==> config.mk <==
export PLATFORM = sky130hd
export DESIGN_NAME = reg_pipe_flat
export DESIGN_NICKNAME = d
export VERILOG_FILES = /design/src/rtl/reg_pkg.sv /design/src/rtl/reg_pipe_if.sv /design/src/rtl/reg_stage.sv /design/src/rtl/reg_pipe.sv /design/src/flat_wrapper.sv
export SDC_FILE = /design/constraint.sdc
export NUM_CORES = 1
export LEC_CHECK = 0
export BUFFER_PORTS_ARGS = -buffer_cell sky130_fd_sc_hd__buf_2
export CORE_AREA = 2 2 78 43
export CTS_CLUSTER_DIAMETER = 60
export CTS_CLUSTER_SIZE = 20
export DETAILED_ROUTE_END_ITERATION = 7
export DIE_AREA = 0 0 80 45
export PLACE_DENSITY = 0.84
export SLEW_MARGIN = 25
export SYNTH_ARGS = -nofsm -noshare
export SYNTH_HDL_FRONTEND = slang
export SYNTH_SLANG_ARGS = --single-unit
==> constraint.sdc <==
create_clock -name clk -period 4 [get_ports clk]
set_clock_uncertainty 0.05 [all_clocks]
set_input_delay 1.2 -clock clk [delete_from_list [all_inputs] [get_ports clk]]
set_output_delay 1.2 -clock clk [all_outputs]
set_load 0.05 [all_outputs]
==> src/rtl/reg_pkg.sv <==
// rtl/reg_pkg.sv - shared parameters and helpers for the register pipe
package reg_pkg;

  localparam int DEF_WIDTH = 8;
  localparam int DEF_DEPTH = 4;

  // Bits needed to hold an occupancy value from 0 to depth inclusive.
  function automatic int cnt_w(input int depth);
    return $clog2(depth + 1);
  endfunction

endpackage

==> src/rtl/reg_pipe_if.sv <==
// rtl/reg_pipe_if.sv - handshake bundle between a register pipe and its neighbours
interface reg_pipe_if
  import reg_pkg::*;
#(
  parameter int WIDTH = DEF_WIDTH,
  parameter int DEPTH = DEF_DEPTH
);

  logic                    flush;
  logic                    in_valid;
  logic [WIDTH-1:0]        in_data;
  logic                    in_ready;
  logic                    out_valid;
  logic [WIDTH-1:0]        out_data;
  logic                    out_ready;
  logic [cnt_w(DEPTH)-1:0] count;

  // Environment side: produces input words, consumes output words.
  modport master (
    output flush, in_valid, in_data, out_ready,
    input  in_ready, out_valid, out_data, count
  );

  // Pipe side.
  modport slave (
    input  flush, in_valid, in_data, out_ready,
    output in_ready, out_valid, out_data, count
  );

endinterface

==> src/rtl/reg_stage.sv <==
// rtl/reg_stage.sv - one pipe stage: enabled data register plus valid bit
module reg_stage
  import reg_pkg::*;
#(
  parameter int WIDTH = DEF_WIDTH
) (
  input  logic             clk,
  input  logic             rst,
  input  logic             adv,
  input  logic             flush,
  input  logic             prev_valid,
  input  logic [WIDTH-1:0] prev_data,
  output logic             valid,
  output logic [WIDTH-1:0] data
);

  // Bubbles move the valid bit only; data is captured just for real words.
  always_ff @(posedge clk) begin
    if (!rst) begin
      valid <= 1'b0;
      data  <= '0;
    end else if (flush) begin
      valid <= 1'b0;
    end else if (adv) begin
      valid <= prev_valid;
      if (prev_valid) begin
        data <= prev_data;
      end
    end
  end

endmodule

==> src/rtl/reg_pipe.sv <==
// rtl/reg_pipe.sv - bubble-collapsing register pipeline with occupancy count
module reg_pipe
  import reg_pkg::*;
#(
  parameter int WIDTH = DEF_WIDTH,
  parameter int DEPTH = DEF_DEPTH
) (
  input logic       clk,
  input logic       rst,
  reg_pipe_if.slave bus
);

  localparam int CW = cnt_w(DEPTH);

  logic [DEPTH-1:0] v;
  logic [DEPTH-1:0] adv;
  logic [WIDTH-1:0] d [DEPTH];
  logic [CW-1:0]    cnt;
  logic             in_xfer;
  logic             out_xfer;

  // A stage may move when the one after it moves or when it holds a bubble.
  always_comb begin
    adv = '0;
    adv[DEPTH-1] = bus.out_ready | ~v[DEPTH-1];
    for (int i = DEPTH - 2; i >= 0; i--) begin
      adv[i] = adv[i+1] | ~v[i];
    end
  end

  for (genvar i = 0; i < DEPTH; i++) begin : g_stage
    logic             pv;
    logic [WIDTH-1:0] pd;
    if (i == 0) begin : g_head
      assign pv = bus.in_valid;
      assign pd = bus.in_data;
    end else begin : g_body
      assign pv = v[i-1];
      assign pd = d[i-1];
    end
    reg_stage #(.WIDTH(WIDTH)) u_stage (
      .clk        (clk),
      .rst        (rst),
      .adv        (adv[i]),
      .flush      (bus.flush),
      .prev_valid (pv),
      .prev_data  (pd),
      .valid      (v[i]),
      .data       (d[i])
    );
  end

  assign bus.in_ready  = adv[0] & ~bus.flush & rst;
  assign bus.out_valid = v[DEPTH-1];
  assign bus.out_data  = d[DEPTH-1];
  assign bus.count     = cnt;

  assign in_xfer  = bus.in_valid & bus.in_ready;
  assign out_xfer = v[DEPTH-1] & bus.out_ready;

  // Occupancy tracks accepted minus emitted words; flush empties it.
  always_ff @(posedge clk) begin
    if (!rst) begin
      cnt <= '0;
    end else if (bus.flush) begin
      cnt <= '0;
    end else begin
      cnt <= cnt + CW'(in_xfer) - CW'(out_xfer);
    end
  end

endmodule

==> src/flat_wrapper.sv <==
// flat-port wrapper written by rule: the top's interface ports become plain ports
module reg_pipe_flat import reg_pkg::*;
#(
  parameter int WIDTH = DEF_WIDTH,
  parameter int DEPTH = DEF_DEPTH
)
  (clk, rst, bus_flush, bus_in_valid, bus_in_data, bus_out_ready, bus_in_ready, bus_out_valid, bus_out_data, bus_count);
  reg_pipe_if #(.WIDTH(WIDTH), .DEPTH(DEPTH)) bus_i ();
  input logic clk;
  input logic rst;
  input wire logic [$bits(bus_i.flush)-1:0] bus_flush;
  input wire logic [$bits(bus_i.in_valid)-1:0] bus_in_valid;
  input wire logic [$bits(bus_i.in_data)-1:0] bus_in_data;
  input wire logic [$bits(bus_i.out_ready)-1:0] bus_out_ready;
  output wire logic [$bits(bus_i.in_ready)-1:0] bus_in_ready;
  output wire logic [$bits(bus_i.out_valid)-1:0] bus_out_valid;
  output wire logic [$bits(bus_i.out_data)-1:0] bus_out_data;
  output wire logic [$bits(bus_i.count)-1:0] bus_count;
  assign bus_i.flush = bus_flush;
  assign bus_i.in_valid = bus_in_valid;
  assign bus_i.in_data = bus_in_data;
  assign bus_i.out_ready = bus_out_ready;
  assign bus_in_ready = bus_i.in_ready;
  assign bus_out_valid = bus_i.out_valid;
  assign bus_out_data = bus_i.out_data;
  assign bus_count = bus_i.count;
  reg_pipe #(.WIDTH(WIDTH), .DEPTH(DEPTH)) u_core (.clk(clk), .rst(rst), .bus(bus_i));
endmodule
=== Yosys cells after proc, flatten, opt, wreduce, memory -nomap -nowiden ===
Cells that the tools add are included.

* Flip-flop bits (word level): 39
* Input port bits: 13
* Output and inout bits: 13
* Word-level logic and storage cells: 30

* Add/sub/neg operators: 2
* Bitwise logic cells: 14
* Reduce and logical (&&, ||, !) cells: 5

{| class="wikitable"
|+ Operators by type and width
! operator !! count
|-
| AND reduction 3 bit || 4
|-
| NOT 1 bit || 6
|-
| AND 1 bit || 4
|-
| bitwise OR 1 bit || 4
|-
| adder 3 x 1 -> 3 bit || 1
|-
| subtractor 3 x 1 -> 3 bit || 1
|-
| OR reduction 2 bit || 1
|}

=== Depth between registers and ports, before layout ===
Gate-level depths: netlist of run 1.

* Word-level depth: 10
* Gate-level depth with buffers: 9

=== Modules after synthesis ===
Synthesis of run 1 repeated with hierarchy kept, for this count alone.

* Cells, all modules: 179
* Area, all modules: 1697.9 sq um

{| class="wikitable"
|+ By module, submodules not included
! module !! instances !! cells each !! area each (sq um)
|-
| reg_stage || 4 || 39 || 370.4
|-
| reg_pipe || 1 || 23 || 216.5
|}

=== Least setup slack after synthesis of run 1 ===
No wires, ideal clock.

* Path kind: input -> output
* From: in bus_flush
* To: out bus_in_ready
* Data arrival time: 2.283 ns
* Required time: 2.750 ns
* Slack: 0.467 ns
* Stages: 3
* Buffers on the path: 1
* Cell sequence: nand2b_1 clkbuf_1 a21oi_1

* Longest elaborated chain between the ends: 3

{| class="wikitable"
|+ RTL lines
! item !! RTL line !! source
|-
| from (decl) || flat_wrapper.sv:11 || <nowiki>input wire logic [$bits(bus_i.flush)-1:0] bus_flush;</nowiki>
|-
| NOT 1 bit (no source line) || n/a ||
|-
| AND 1 bit (2 in a row) || reg_pipe.sv:53 || <nowiki>assign bus.in_ready = adv[0] & ~bus.flush & rst;</nowiki>
|-
| to (decl) || flat_wrapper.sv:15 || <nowiki>output wire logic [$bits(bus_i.in_ready)-1:0] bus_in_ready;</nowiki>
|}

Every way passes these cells.

=== Final worst setup path of run 1 ===
Same ends and word-level chain as after synthesis.

==> results of run 1 <==
## worst min-delay path by stage
stage | slack [ns] | start | endpoint
floorplan | 0.39 | u_core.g_stage[2].u_stage.data[0]$_SDFFE_PN0P_ | u_core.g_stage[2].u_stage.data[0]$_SDFFE_PN0P_
global placement | 0.40 | u_core.g_stage[2].u_stage.data[0]$_SDFFE_PN0P_ | u_core.g_stage[2].u_stage.data[0]$_SDFFE_PN0P_
detailed placement | 0.41 | u_core.g_stage[2].u_stage.data[6]$_SDFFE_PN0P_ | u_core.g_stage[2].u_stage.data[6]$_SDFFE_PN0P_
CTS | 0.42 | u_core.g_stage[2].u_stage.data[6]$_SDFFE_PN0P_ | u_core.g_stage[2].u_stage.data[6]$_SDFFE_PN0P_
global route | 0.44 | u_core.g_stage[2].u_stage.data[1]$_SDFFE_PN0P_ | u_core.g_stage[2].u_stage.data[1]$_SDFFE_PN0P_
finish | 0.41 | u_core.g_stage[2].u_stage.data[6]$_SDFFE_PN0P_ | u_core.g_stage[2].u_stage.data[6]$_SDFFE_PN0P_
## sequential cells by signal (all words and copies together) (netlist names)
| name | cells |
|---|---|
| u_core.g_stage.u_stage.data | 32 |
| u_core.g_stage.u_stage.valid | 4 |
| u_core.bus.count | 3 |
## cell families after synthesis
| group | Yosys count | share of synthesized area |
|---|---|---|
| multiplexers | 16 | 0.0976 |
| adder cells (fa/ha/maj) | 3 | 0.0274 |
| XOR/XNOR | 2 | 0.0107 |
| buffers and inverters | 21 | 0.0556 |
| AND/OR/NAND/NOR | 58 | 0.169 |
| AO/OA/AOI/OAI | 37 | 0.164 |
| flip-flops | 39 | 0.476 |
## metal layers
metal / vias to the layer above / wire length (um) / global-route usage / share of wire
met5: - / 0 / 0 / 0
met1: 654 / 1550 / 0.261 / 0.44
li1: 659 / - / - / -
met3: 6 / 234 / 0.0680 / 0.066
met4: 0 / 39 / 0.108 / 0.011
met2: 52 / 1730 / 0.390 / 0.49
## report_power, final
group	switching, mW	internal [mW]	total, mW
registers	0.00397	0.393	0.397
logic	0.0244	0.0139	0.0383
clock network	0.132	0.249	0.381
## through the flow
step                power [mW]  utilization  setup slack, ns  hold WS, ns
floorplan                0.432            -            0.467        0.388
global placement         0.441        0.611            0.726        0.396
detailed placement       0.444        0.611            0.664        0.405
CTS                      0.823        0.657            0.627        0.416
global route             0.848        0.658            0.586        0.445
finish                   0.817        0.658            0.611        0.414
## critical path, stage by stage
cell	delay (ns)
buf_2	0.13
nand2b_1	0.26
a21oi_1	0.24
buf_2	0.30
## cells in the final DEF (no fill, tap or decap), drive strengths merged, types with 3 or more instances in the layout
cell	n
nand2b	3
nand3	16
o221ai	8
o21ai	8
mux2i	16
a21boi	8
inv	6
nor2	7
clkbuf	6
a21oi	4
nand2	24
dfxtp	39
o2111ai	8
buf	26
nor2b	3
## area by class of cell
| type | count | area share |
|---|---|---|
| tap | 40 | 0.0265 |
| timing repair buffer | 26 | 0.0702 |
| clock buffer | 6 | 0.0384 |
| multi-input combinational | 116 | 0.408 |
| clock inverter | 2 | 0.0318 |
| inverter | 6 | 0.0119 |
| sequential | 39 | 0.413 |
==> results.md, run 1 <==
- Fraction of layout cells with a size suffix above 1: 0.179
- Unrepaired setup endpoints after global routing: no
- Initial antenna violation count: 0
- Routed WL per cell: 15.1 um
- Skew-Pair Late Insertion Delay: 0.29 ns
- Highest Clock Rate: 0.295 GHz
- Critical R2R Launch: u_core.g_stage[2].u_stage.valid$_SDFFE_PP0P_
- ANT cells: 0
- Hold Vio Cnt, Final: 0
- Yosys top cell by area: dfxtp_1
- Total Wirelength: 3560 um
- Synthesized Nets: 192
- GR Overflow Total: 0
- Fillers: 238
- Die height: 45 um
- Placed cells: 227
- CP required: 2.75 ns
- Most used DFF post-synth: dfxtp_1
- Power per Cell Area: 432 mW/mm^2
- # hold bufs at CTS: 0
- Post-DP HPWL: 2550 um
- Worst endpoint data arrival time: 2.14 ns
- Die W: 80 um
- CTS clk-pin slew, worst paths: 0.07 ns
- Final Cycle Share: 0.847
- CP Class: input port to primary output
- Top-count cell post-synth: dfxtp_1
- Count of cell types in the netlist: 25
- Async SR Flop Fraction: 0
- Total Negative Setup Slacks: 0 ns
- Worst-margin pin slew: 0.646 ns
- Hold Crit Depth: 2
- Number of port buffers: 25
- Yosys top cell area share: 0.476
- Final GP Congestion: 0.757
- Syn_area_per_cell: 9.33 um^2
- Nets: 210
- Design area: 0.00189 mm^2
- Vias in the first global route: 1302
- CP startpoint: bus_flush
- Startpoint Class: input port
- Io pins: 26
- Endpoint class of the critical path: primary output
- DIE AREA: 0.00360 mm^2
- Post-CTS Setup Bufs: 0
- CTS sink cnt: 39
- Worst hold path class: flop to flop
- CP max FO: 8
- Post-synth EDFFs: 0
- DRT iter0 DRCs: 100
- CTS tree: yes
- Critical Path End: bus_in_ready
- Area contributors post-synth: dfxtp_1 (48%), mux2i_1 (9.8%), nand2_1 (5.5%), nand3_1 (4.9%), o2111ai_1 (4.3%)
- Num CTS Buffers: 5
- Routed Antenna Nets: 0
- Max Buffers Root-to-Sink: 2
- Maximum vdd drop: 0.342 mV
- Syn-to-layout area delta: 15.2%
- Largest net degree at the start of global routing: 49
- R2r setup slk: 2.03 ns
- Post-CTS sizing: 0
- Initial core utilization: 0.571
- Tot GR Track Use: 0.224
- Setup violations, final: 0
- Status: completed
- Register Area: 781 um^2
- DR pass1 iterations: 4
- Commonest cells post-synth: dfxtp_1 (39), nand2_1 (24), mux2i_1 (16), nand3_1 (16), clkbuf_1 (10)
- # H-tree levels: 2
- Rows: 14
- Max_slew headroom: 0.568
- R2R depth: 8
- Fin cells: 235
- Placement Cell Area: 0.00176 mm^2
- Max Cap Violations: 0
- Core Box Area: 0.00287 mm^2
- Root buf cell: clkbuf_8
- Vias per cell: 5.83
- Post-synthesis sequential area ratio: 0.476
- FF-to-FF End: u_core.bus.count[2]$_SDFF_PP0_
- Period minus WS final: 3.39 ns
- Seq cells post-synth: 39
- Multi-input gate area: 772 um^2
- Warnings, synthesis: 0
- Slew Limit Fails: 0
- First-pass GRT wire length: 5860 um
- Via Count: 1371
- Static Leak: 0.824 nW
- Synthesized cell area: 0.00164 mm^2
- Cells after Synth: 176
- DRC errors left: 0
Note: power is estimated with default switching activity, not from simulation.
==> run 2: changes to the inputs <==
--- a/config.mk
+++ b/config.mk
@@ -6,12 +6,12 @@
 export NUM_CORES = 1
 export LEC_CHECK = 0
 export BUFFER_PORTS_ARGS = -buffer_cell sky130_fd_sc_hd__buf_2
-export CORE_AREA = 2 2 78 43
+export CORE_AREA = 2 2 81 44
 export CTS_CLUSTER_DIAMETER = 60
 export CTS_CLUSTER_SIZE = 20
 export DETAILED_ROUTE_END_ITERATION = 7
-export DIE_AREA = 0 0 80 45
-export PLACE_DENSITY = 0.84
+export DIE_AREA = 0 0 83 46
+export PLACE_DENSITY = 0.8
 export SLEW_MARGIN = 25
 export SYNTH_ARGS = -nofsm -noshare
 export SYNTH_HDL_FRONTEND = slang
==> constraint.sdc (replaced) <==
create_clock -name clk -period 3.3 [get_ports clk]
set_clock_uncertainty 0.05 [all_clocks]
set_input_delay 0.99 -clock clk [delete_from_list [all_inputs] [get_ports clk]]
set_output_delay 0.99 -clock clk [all_outputs]
set_load 0.05 [all_outputs]
==> results.md, run 2 (same netlist as run 1, synthesis figures left out) <==
- Initial core utilization: 0.512 (-0.0599)
- Unrepaired setup endpoints after global routing: no
- Endpoint class of the critical path: primary output
- CTS tree: yes
- Initial antenna violation count: 0 (unchanged)
- ANT cells: 0 (unchanged)
- Most common cell after layout, fill and taps aside: dfxtp_1
- Max Cap Violations: 0 (unchanged)
- Total Wirelength: 3140 um (-12%)
- CP max FO: 8 (unchanged)
- Final Cycle Share: 0.895
- Worst hold path class: flop to flop
- Startpoint Class: input port
- Nets: 212 (+0.95%)
- Maximum vdd drop: 0.222 mV (-35%)
- Syn-to-layout area delta: 13.4%
- Power per Cell Area: 456 mW/mm^2 (+5.6%)
- DIE AREA: 0.00382 mm^2 (+6.1%)
- Root buf cell: clkbuf_8
- Crit path largest cell delay: 0.30 ns (about the same)
- Period minus WS final: 2.95 ns
- Rows: 15 (+1)
- DRC errors left: 0 (unchanged)
- Register Area: 781 um^2 (unchanged)
- CTS sink cnt: 39 (unchanged)
- CP bufs+invs: 2 (unchanged)
- Routed WL per cell: 13.1 um (-13%)
- Top reg by flops: u_core.g_stage.u_stage.data
- Slowest stage cell, crit path: buf_2
- Core Box Area: 0.00321 mm^2 (+12%)
- Skew-Pair Late Insertion Delay: 0.30 ns (about the same)
- Crit-path leading delay family: buffers and inverters
- Status: completed
- Multi-input gate area: 769 um^2 (-0.32%)
- Slew Limit Fails: 0 (unchanged)
- Max_slew headroom: 0.586 (+0.0186)
- GR Overflow Total: 0 (unchanged)
- Worst-margin pin slew: 0.619 ns (-0.0262 ns)
- CP required: 2.26 ns (-0.49 ns)
- Total Negative Setup Slacks: 0 ns (unchanged)
- CTS clk-pin slew, worst paths: 0.07 ns (about the same)
- Io pins: 26 (unchanged)
- Post-CTS sizing: 0 (unchanged)
- # H-tree levels: 2 (unchanged)
- Vias per cell: 5.45 (-6.6%)
- DRT iter0 DRCs: 55 (-45%)
- Most frequent cells in the layout: dfxtp_1 (39), buf_2 (25), nand2_1 (24)
- Tot GR Track Use: 0.183 (-0.0414)
- Via Count: 1303 (-5.0%)
- Post-CTS Setup Bufs: 0 (unchanged)
- # hold bufs at CTS: 0 (unchanged)
- Largest net degree at the start of global routing: 49 (unchanged)
- Worst endpoint data arrival time: 1.91 ns (-0.23 ns)
- DR pass1 iterations: 4 (unchanged)
- Fin cells: 239 (+1.7%)
- Fraction of layout cells with a size suffix above 1: 0.188 (+0.00833)
- Final GP Congestion: 0.733 (-3.3%)
- Number of port buffers: 25 (unchanged)
- Vias in the first global route: 1187 (-8.8%)
- Hold Vio Cnt, Final: 0 (unchanged)
- Die height: 46 um (+2.2%)
- Placed cells: 231 (+1.8%)
- Fillers: 296 (+24%)
- CP Class: input port to primary output
- Worst path cell trace: buf_2 -> nand2b_1 -> a21oi_1 -> buf_2
- Num CTS Buffers: 5 (unchanged)
- Routed Antenna Nets: 0 (unchanged)
- Static Leak: 0.808 nW (-1.9%)
- Setup violations, final: 0 (unchanged)
- Max Buffers Root-to-Sink: 2 (unchanged)
- CP most frequent cell: buf_2
- Post-DP HPWL: 2110 um (-17%)
- First-pass GRT wire length: 5330 um (-9.1%)
- Die W: 83 um (+3.8%)
- Highest Clock Rate: 0.339 GHz
- Largest register FFs: 32 (unchanged)
run 2: cell types whose count changed in the layout (fill, tap and decap cells not counted):
cell        previous run  this run
nor2b_1                2         3
buf_4                  1         3
bufinv_16              2         0
clkbuf_1               1         0
nor2b_2                1         0
clkinv_2               0         1
clkinvlp_4             0         2
run 2: per-layer routing:
layer / share of wire / wire length [um] / global-route usage / up-vias
met4: 0.0099 / 31 / 0.0721 / 0
met5: 0 / 0 / 0 / -
met3: 0.058 / 182 / 0.0870 / 4
met1: 0.52 / 1650 / 0.225 / 609
li1: - / - / - / 662
met2: 0.41 / 1280 / 0.284 / 28
run 2: worst paths after layout:
kind	start	to	slack, ns	cells past startpoint
setup / recovery	bus_flush	bus_in_ready	0.35	4
hold / removal	u_core.g_stage[2].u_stage.data[7]$_SDFFE_PN0P_	u_core.g_stage[2].u_stage.data[7]$_SDFFE_PN0P_	0.42	2
setup reg to reg	u_core.g_stage[2].u_stage.valid$_SDFFE_PP0P_	u_core.bus.count[2]$_SDFF_PP0_	1.37	8
hold reg to reg	u_core.g_stage[2].u_stage.data[7]$_SDFFE_PN0P_	u_core.g_stage[2].u_stage.data[7]$_SDFFE_PN0P_	0.42	2
run 2: area by class of cell:
cell class,count,share of cell area
clock inverter,3,0.0108
sequential,39,0.419
multi-input combinational,116,0.413
clock buffer,5,0.0370
tap,42,0.0282
timing repair buffer,28,0.0793
inverter,6,0.0121
run 2: power breakdown:
| group | switching, mW | internal (mW) | total, mW |
|---|---|---|---|
| registers | 0.00464 | 0.477 | 0.481 |
| logic | 0.0284 | 0.0174 | 0.0459 |
| clock network | 0.175 | 0.147 | 0.322 |
| total | 0.208 | 0.641 | 0.849 |
run 2: worst min-delay path, delay by kind of cell, from the launching register on:
kind / cells / cell delay, ns
flops: 1 / 0.31
simple gates: 1 / 0.05
mux: 1 / 0.05
run 2: stage by stage:
stage | hold WS (ns) | util | power, mW | setup slack [ns] | cell area [um^2]
detailed placement | 0.407 | 0.552 | 0.538 | 0.346 | 1770
floorplan | 0.388 | - | 0.523 | 0.0485 | 1640
global placement | 0.400 | 0.552 | 0.537 | 0.392 | 1770
global route | 0.439 | 0.580 | 0.883 | 0.285 | 1860
CTS | 0.416 | 0.580 | 0.857 | 0.351 | 1860
finish | 0.415 | 0.580 | 0.849 | 0.348 | 1860
